$ cat config.mk
export PLATFORM = sky130hd
export DESIGN_NAME = sdram_arbiter
export DESIGN_NICKNAME = d
export VERILOG_FILES = /design/src/rtl/sdram_arbiter.sv
export SDC_FILE = /design/constraint.sdc
export NUM_CORES = 1
export LEC_CHECK = 0
export BUFFER_PORTS_ARGS = -buffer_cell sky130_fd_sc_hd__buf_2
export CAP_MARGIN = 20
export CELL_PAD_IN_SITES_DETAIL_PLACEMENT = 1
export CELL_PAD_IN_SITES_GLOBAL_PLACEMENT = 1
export CORE_MARGIN = 5
export CORE_UTILIZATION = 39
export DETAILED_ROUTE_END_ITERATION = 6
export MAX_ROUTING_LAYER = met4
export PLACE_DENSITY = 0.91
export REMOVE_ABC_BUFFERS = 1
export SYNTH_ARGS = -nofsm -noshare
export SYNTH_HDL_FRONTEND = slang
export SYNTH_SLANG_ARGS = --single-unit
$ cat constraint.sdc
create_clock -name clk -period 6 [get_ports clk]
set_input_delay 1.2 -clock clk [delete_from_list [all_inputs] [get_ports clk]]
set_output_delay 1.2 -clock clk [all_outputs]
set_load 0.05 [all_outputs]
$ cat src/rtl/sdram_arbiter.sv
// ============================================================================
// Module   : sdram_arbiter
// Purpose  : Two-requester scheduler in front of the SDRAM controller's
//            single-word request port. Port V (video line fetch) issues
//            read-only bursts with fixed priority; port C (CPU / loader)
//            issues single-word reads or writes. Words are serialised one
//            transaction at a time, burst addresses wrap within the row, and
//            read data is routed back to the owning requester.
// Options  : ARB_STARVE_GUARD_EN - when defined, a wait counter lets C win
//            an IDLE arbitration once it has waited MAX_WAIT cycles.
// Revision : 1.0 - initial release
// ============================================================================
`default_nettype none

module sdram_arbiter #(
    parameter int ADDR_W    = 22,
    parameter int DATA_W    = 16,
    parameter int BURST_LEN = 8,
    parameter int MAX_WAIT  = 64
) (
    input  logic              clk,
    input  logic              rst,
    // Video burst port
    input  logic              v_req,
    input  logic [ADDR_W-1:0] v_addr,
    output logic [DATA_W-1:0] v_rdata,
    output logic              v_rvalid,
    output logic              v_done,
    // CPU single-word port
    input  logic              c_req,
    input  logic              c_we,
    input  logic [ADDR_W-1:0] c_addr,
    input  logic [DATA_W-1:0] c_wdata,
    output logic [DATA_W-1:0] c_rdata,
    output logic              c_done,
    // Controller request port
    output logic              mem_req,
    output logic              mem_we,
    output logic [ADDR_W-1:0] mem_addr,
    output logic [DATA_W-1:0] mem_wdata,
    input  logic              mem_ack,
    input  logic [DATA_W-1:0] mem_rdata,
    input  logic              mem_rvalid,
    output logic              busy
);

    typedef enum logic [2:0] {
        S_IDLE    = 3'd0,
        S_V_ISSUE = 3'd1,
        S_V_WAIT  = 3'd2,
        S_V_END   = 3'd3,
        S_C_ISSUE = 3'd4,
        S_C_WAIT  = 3'd5,
        S_C_END   = 3'd6
    } state_t;

    // Burst index of the word currently in flight; BURST_LEN <= 256 fits 8 bits
    localparam logic [7:0] C_LAST = 8'(BURST_LEN - 1);

    state_t            r_state;
    logic [ADDR_W-1:0] r_v_base;
    logic [7:0]        r_cnt;

    logic [7:0]        w_cnt_next;
    logic [7:0]        w_next_col;
    logic              w_c_first;

    assign w_cnt_next = r_cnt + 8'd1;
    // Column wraps modulo 256; bank and row bits stay those of the start address
    assign w_next_col = r_v_base[7:0] + w_cnt_next;

`ifdef ARB_STARVE_GUARD_EN
    localparam int               WAIT_W     = $clog2(MAX_WAIT + 1);
    localparam logic [WAIT_W-1:0] C_WAIT_MAX = WAIT_W'(MAX_WAIT);

    logic [WAIT_W-1:0] r_wait;
    logic              w_c_grant;
    logic              w_c_owns;

    assign w_c_first = c_req && (r_wait == C_WAIT_MAX);
    assign w_c_grant = (r_state == S_IDLE) && c_req && (!v_req || w_c_first);
    assign w_c_owns  = (r_state == S_C_ISSUE) || (r_state == S_C_WAIT) ||
                       (r_state == S_C_END);

    // Count cycles C spends waiting for the bus; cleared on grant, saturating
    always_ff @(posedge clk) begin
        if (rst) begin
            r_wait <= '0;
        end else if (w_c_grant) begin
            r_wait <= '0;
        end else if (c_req && !w_c_owns && (r_wait != C_WAIT_MAX)) begin
            r_wait <= r_wait + WAIT_W'(1);
        end
    end
`else
    // Strict V priority: C only wins when V is not requesting
    assign w_c_first = 1'b0;
`endif

    // Main arbitration FSM with registered controller and requester outputs
    always_ff @(posedge clk) begin
        if (rst) begin
            r_state   <= S_IDLE;
            r_v_base  <= '0;
            r_cnt     <= '0;
            v_rdata   <= '0;
            v_rvalid  <= 1'b0;
            v_done    <= 1'b0;
            c_rdata   <= '0;
            c_done    <= 1'b0;
            mem_req   <= 1'b0;
            mem_we    <= 1'b0;
            mem_addr  <= '0;
            mem_wdata <= '0;
        end else begin
            v_rvalid <= 1'b0;
            case (r_state)
                S_IDLE: begin
                    if (v_req && !w_c_first) begin
                        r_v_base <= v_addr;
                        r_cnt    <= '0;
                        mem_req  <= 1'b1;
                        mem_we   <= 1'b0;
                        mem_addr <= v_addr;
                        r_state  <= S_V_ISSUE;
                    end else if (c_req) begin
                        mem_req   <= 1'b1;
                        mem_we    <= c_we;
                        mem_addr  <= c_addr;
                        mem_wdata <= c_wdata;
                        r_state   <= S_C_ISSUE;
                    end
                end
                S_V_ISSUE: begin
                    if (mem_ack) begin
                        mem_req <= 1'b0;
                        r_state <= S_V_WAIT;
                    end
                end
                S_V_WAIT: begin
                    if (mem_rvalid) begin
                        v_rdata  <= mem_rdata;
                        v_rvalid <= 1'b1;
                        r_cnt    <= w_cnt_next;
                        if (r_cnt == C_LAST) begin
                            // done pulse lines up with the last data strobe
                            v_done  <= 1'b1;
                            r_state <= S_V_END;
                        end else begin
                            mem_req  <= 1'b1;
                            mem_addr <= {r_v_base[ADDR_W-1:8], w_next_col};
                            r_state  <= S_V_ISSUE;
                        end
                    end
                end
                S_V_END: begin
                    v_done  <= 1'b0;
                    r_state <= S_IDLE;
                end
                S_C_ISSUE: begin
                    if (mem_ack) begin
                        mem_req <= 1'b0;
                        if (mem_we) begin
                            c_done  <= 1'b1;
                            r_state <= S_C_END;
                        end else begin
                            r_state <= S_C_WAIT;
                        end
                    end
                end
                S_C_WAIT: begin
                    if (mem_rvalid) begin
                        c_rdata <= mem_rdata;
                        c_done  <= 1'b1;
                        r_state <= S_C_END;
                    end
                end
                S_C_END: begin
                    c_done  <= 1'b0;
                    r_state <= S_IDLE;
                end
                default: begin
                    r_state <= S_IDLE;
                end
            endcase
        end
    end

    assign busy = (r_state != S_IDLE);

endmodule

`default_nettype wire

# Word level (Yosys, flattened, before mapping)
# Cells that the tools add are included.
[classes]
addsub = 2
eq_ne = 17
muxes = 33
bitwise_logic = 2
reduce_logical = 20
[ops]
columns = ["cell", "n"]
rows = [
  ["$mux 22", 4],
  ["$pmux 22 s2", 1],
  ["$mux 3", 6],
  ["$mux 8", 2],
  ["$ne 2x2->1 const B", 8],
  ["$pmux 8 s2", 1],
  ["$pmux 3 s5", 1],
  ["$mux 1", 13],
  ["$reduce_and 5->1", 2],
  ["$eq 3x3->1 const B", 3],
  ["$reduce_and 3->1", 3],
  ["$reduce_bool 3->1", 3],
  ["$add 8x1->8 const B", 1],
  ["$add 8x8->8", 1],
  ["$eq 8x3->1 const B", 1],
  ["$reduce_and 2->1", 4],
  ["$reduce_and 4->1", 2],
  ["$eq 3x2->1 const B", 2],
  ["$pmux 1 s3", 2],
  ["$reduce_bool 2->1", 3],
  ["$mux 2", 2],
  ["$reduce_or 2->1", 2],
  ["$eq 3x1->1 const B", 1],
  ["$logic_not 3->1", 1],
  ["4 further kinds", 5],
]
[word_totals]
register_bits = 108
output_inout_bits = 76
word_cells = 86

# Longest topological paths before layout
[depth]
ltp_word = 5
mapped_depth = 9
mapped_depth_nobuf = 9

# Worst setup path after synthesis
# No wires, ideal clock.
[synth_timing]
path_type = "input to register"
start = "input mem_rvalid"
end = "register mem_addr[11]"
t_arrival_ns = 2.259
required_ns = 5.930
setup_slack_ns = 3.671
cell_stages = 6
path_cell_list = "inv_1 > a2111oi_4 > a21boi_4 > buf_6 > o211ai_1 > a21oi_1"
[synth_via]
elab_chain_len = 2
[synth_lines]
columns = ["item", "line", "source"]
rows = [
  ["from (decl)", "43", "input logic mem_rvalid,"],
  ["$ne 2x2->1 (no source line)", "-", ""],
  ["$reduce_and 4->1 (no source line)", "-", ""],
  ["to (signal assigned)", "124", "mem_addr <= v_addr;"],
  ["to (signal assigned)", "129", "mem_addr <= c_addr;"],
  ["to (signal assigned)", "151", "mem_addr <= {r_v_base[ADDR_W-1:8], w_next_col};"],
  ["to (decl)", "39", "output logic [ADDR_W-1:0] mem_addr,"],
]
# Every way passes these cells.
# A chain may end at the register's enable or synchronous reset.

# Final worst setup path
[layout_timing]
start = "input v_req"
end = "register mem_addr[21]"
[layout_via]
elab_chain_len = 2
word_cells_on_any_way = 4
[layout_lines]
columns = ["item", "line", "source"]
rows = [
  ["from (decl)", "24", "input logic v_req,"],
  ["$ne 3x3->1 (no source line) or $mux 22 (tied branches)", "-", ""],
  ["$reduce_and 4->1 (no source line) or $pmux 22 s2 (tied branches)", "-", ""],
]
# Parallel ways exist; a longest one is shown, timed or not.

==> metrics.yaml <==
timing.rr.start: "r_state[1]"
reg2reg_to: "r_cnt[5]"
rrSetupSlack_ns: 3.39
hp-start: "c_rdata[12]"
outcome: "finished, final reports clean"
wl_per_cell_um: 17.3
die_x_um: 122
wl_um: 15800
syn2layout_area_growth_pct: 24.5
crit_slowest_cell: "a21boi_4"
fmax_mhz: 302
power.density_nw_per_um2: 335
design_area_um2: 6050
hold_path.class: "register to register"
routed-via-count: 4847
ys_warn_count: 0
placed_cell_area_um2: 5740
cts_setup_buffers: 0
drc_errors: 0
total_power_mw: 2.03
finalHoldViolCount: 0
ios: 159
setup_viol: 0
finalCriticalPeriod_ns: 3.32
syn_inst: 611
overflow: 0
ff_latch_area_um2: 2160
cpPeakStageDelay_ns: 0.65
antenna_found_initial: 0
critical_path.cell_chain: "buf_2, nor3_1, a2111oi_4, a21boi_4, o211ai_1, a21oi_1"
syn_area_um2: 4860
dp_slack_ns: 2.36
coreArea_um2: 12100
numCtsBuffers: 9
h-tree-depth: 3
ys_seq_elements: 108
fin_nets: 835
tightest_slew_ns: 0.896
fillerInstances: 1541
async_reset_ff_share_pct: 0
die-area_um2: 14800
endpoint_kind: "register"
clkTransAtPathRegs_ns: 0.07
dp_cells: 899
num_antenna_cells: 0
postCtsHoldBufs: 0
synth_edf_count: 0
clock_path_buffers: 2
skew_ns: 0.0113
insertion_delay_ns: 0.35
final_max_slew_viol_count: 0
vdd_drop_max_mv: 0.153
die_h_um: 122
firstDrtPassIters: 4
dp_hpwl_um: 11200
gp_congestion: 0.904
tns_ns: 0
cts_resized: 0
grt_pass1_vias: 5182
rsz0062_at_grt: "no"
drive_above_1_share_pct: 25.8
ant_nets: 0
initial_utilization_pct: 40.2
relSlewSlack_pct: 40.3
drv_cap: 0
reg2regPathDepth: 4
grt_use_total_pct: 21.6
synth_ff_type: "dfxtp_1"
start_kind: "primary input"
avgSynthCellArea_um2: 7.96
fin_cells: 915
multi_input_area_um2: 2500
worstPathMaxFanout: 31
vias_per_cell: 5.30
clockRootBuffer: "clkbuf_16"
cp.required_ns: 6.28
cts_tree: "built"
first_iter_violations: 296
port_buffers: 158
clock_sinks: 108
hold-path-endpoint: "c_rdata[12]"
leakage_nw: 2.64
yosysUniqueCellTypes: 47
yosysSeqAreaShare_pct: 44.4
grt_max_degree: 107
hold_depth: 2
num_rows: 40
fin_ws_ns: 2.68
worstPathArrival_ns: 3.59
critPathKind: "primary input to register"
period_share_pct: 55.3
grt_pass1_wl_um: 25100
[layer usage]
metal / share of wire [%] / track usage [%]
met3: 3.4 / 2.92
met2: 55 / 39.7
met5: 0 / -
met4: 1.8 / 7.56
met1: 40 / 23.8
[kinds of logic (layout without fill, tap and decap cells)]
group           Yosys count  in the layout  synth area share [%]
buf+inv                  52            188                  4.73
simple gates            246            246                  21.8
mux                      25             25                  5.22
flops                   108            108                  44.4
fa+ha+maj                 9              9                  2.47
compound gates          159            159                  19.2
xor+xnor                 12             12                  2.16
[registers in the layout (all words and copies together) (netlist names), 3 cells and up]
register	cells
c_rdata	16
mem_addr	22
mem_wdata	16
r_cnt	8
r_state	3
r_v_base	22
v_rdata	16
[cells in the mapped netlist (8+ instances only)]
cell / number / area (um2)
inv_1: 8 / 30.0
ha_1: 8 / 100
nand2_1: 188 / 706
dfxtp_1: 108 / 2160
buf_2: 10 / 50.1
a21oi_1: 106 / 531
xnor2_1: 8 / 70.1
nor2_1: 19 / 71.3
o21ai_0: 12 / 60.1
o211ai_1: 18 / 135
nor3_1: 8 / 40.0
clkbuf_1: 29 / 109
mux2i_1: 22 / 220
[report_power, final]
group	total, mW	switching [mW]	leakage (nW)	internal [mW]
combinational	0.603	0.432	1.62	0.171
clock	0.594	0.272	0.142	0.322
sequential	0.831	0.0461	0.880	0.785
[layout by cell type, fill, tap and decap left out, types with 2 or more instances in the layout]
cell       count
nor2_1        19
and2_1         3
mux2i_1       22
clkinv_2       2
nor3_1         8
or3_1          2
nor2b_1        5
a31oi_1        3
xnor2_1        8
buf_2        157
xor2_1         4
inv_1          8
nand2b_1       2
a211oi_1       5
nor3b_4        2
o21ai_0       12
a21o_1         2
mux2_2         3
nand3b_1       2
nand3_1        6
ha_1           8
a22oi_1        5
nand2_1      188
dfxtp_1      108
o211ai_1      18
a21oi_1      106
clkbuf_16      9
buf_4          6
[metrics by stage]
step	hold slack, ns	utilization [%]
floorplan	0.430	-
global placement	0.438	47.4
detailed placement	0.445	47.4
CTS	0.455	49.8
global route	0.477	50.0
finish	0.456	50.0
[critical path: cells and delay by family]
family	cells	cell delay [ns]
AOI/OAI and AO/OA	4	1.51
buffers and inverters	1	0.64
and+or+nand+nor	1	0.22
[final cells by class]
| type | instances | share of cell area, % |
|---|---|---|
| Sequential cell | 108 | 35.7 |
| Clock buffer | 9 | 3.72 |
| Tap cell | 168 | 3.47 |
| Clock inverter | 6 | 1.07 |
| Inverter | 9 | 0.558 |
| Multi-Input combinational cell | 451 | 41.3 |
| Timing Repair Buffer | 164 | 14.2 |
[worst max path at each step]
stage	start	to	slack, ns	cells after the start
floorplan	mem_rvalid	r_cnt[7]	2.15	5
global placement	v_req	mem_addr[4]	2.48	6
detailed placement	v_req	mem_addr[19]	2.36	6
CTS	v_req	mem_addr[21]	2.70	6
global route	v_req	mem_addr[15]	2.51	6
finish	v_req	mem_addr[21]	2.68	6
(Power assumes the default switching activity.)
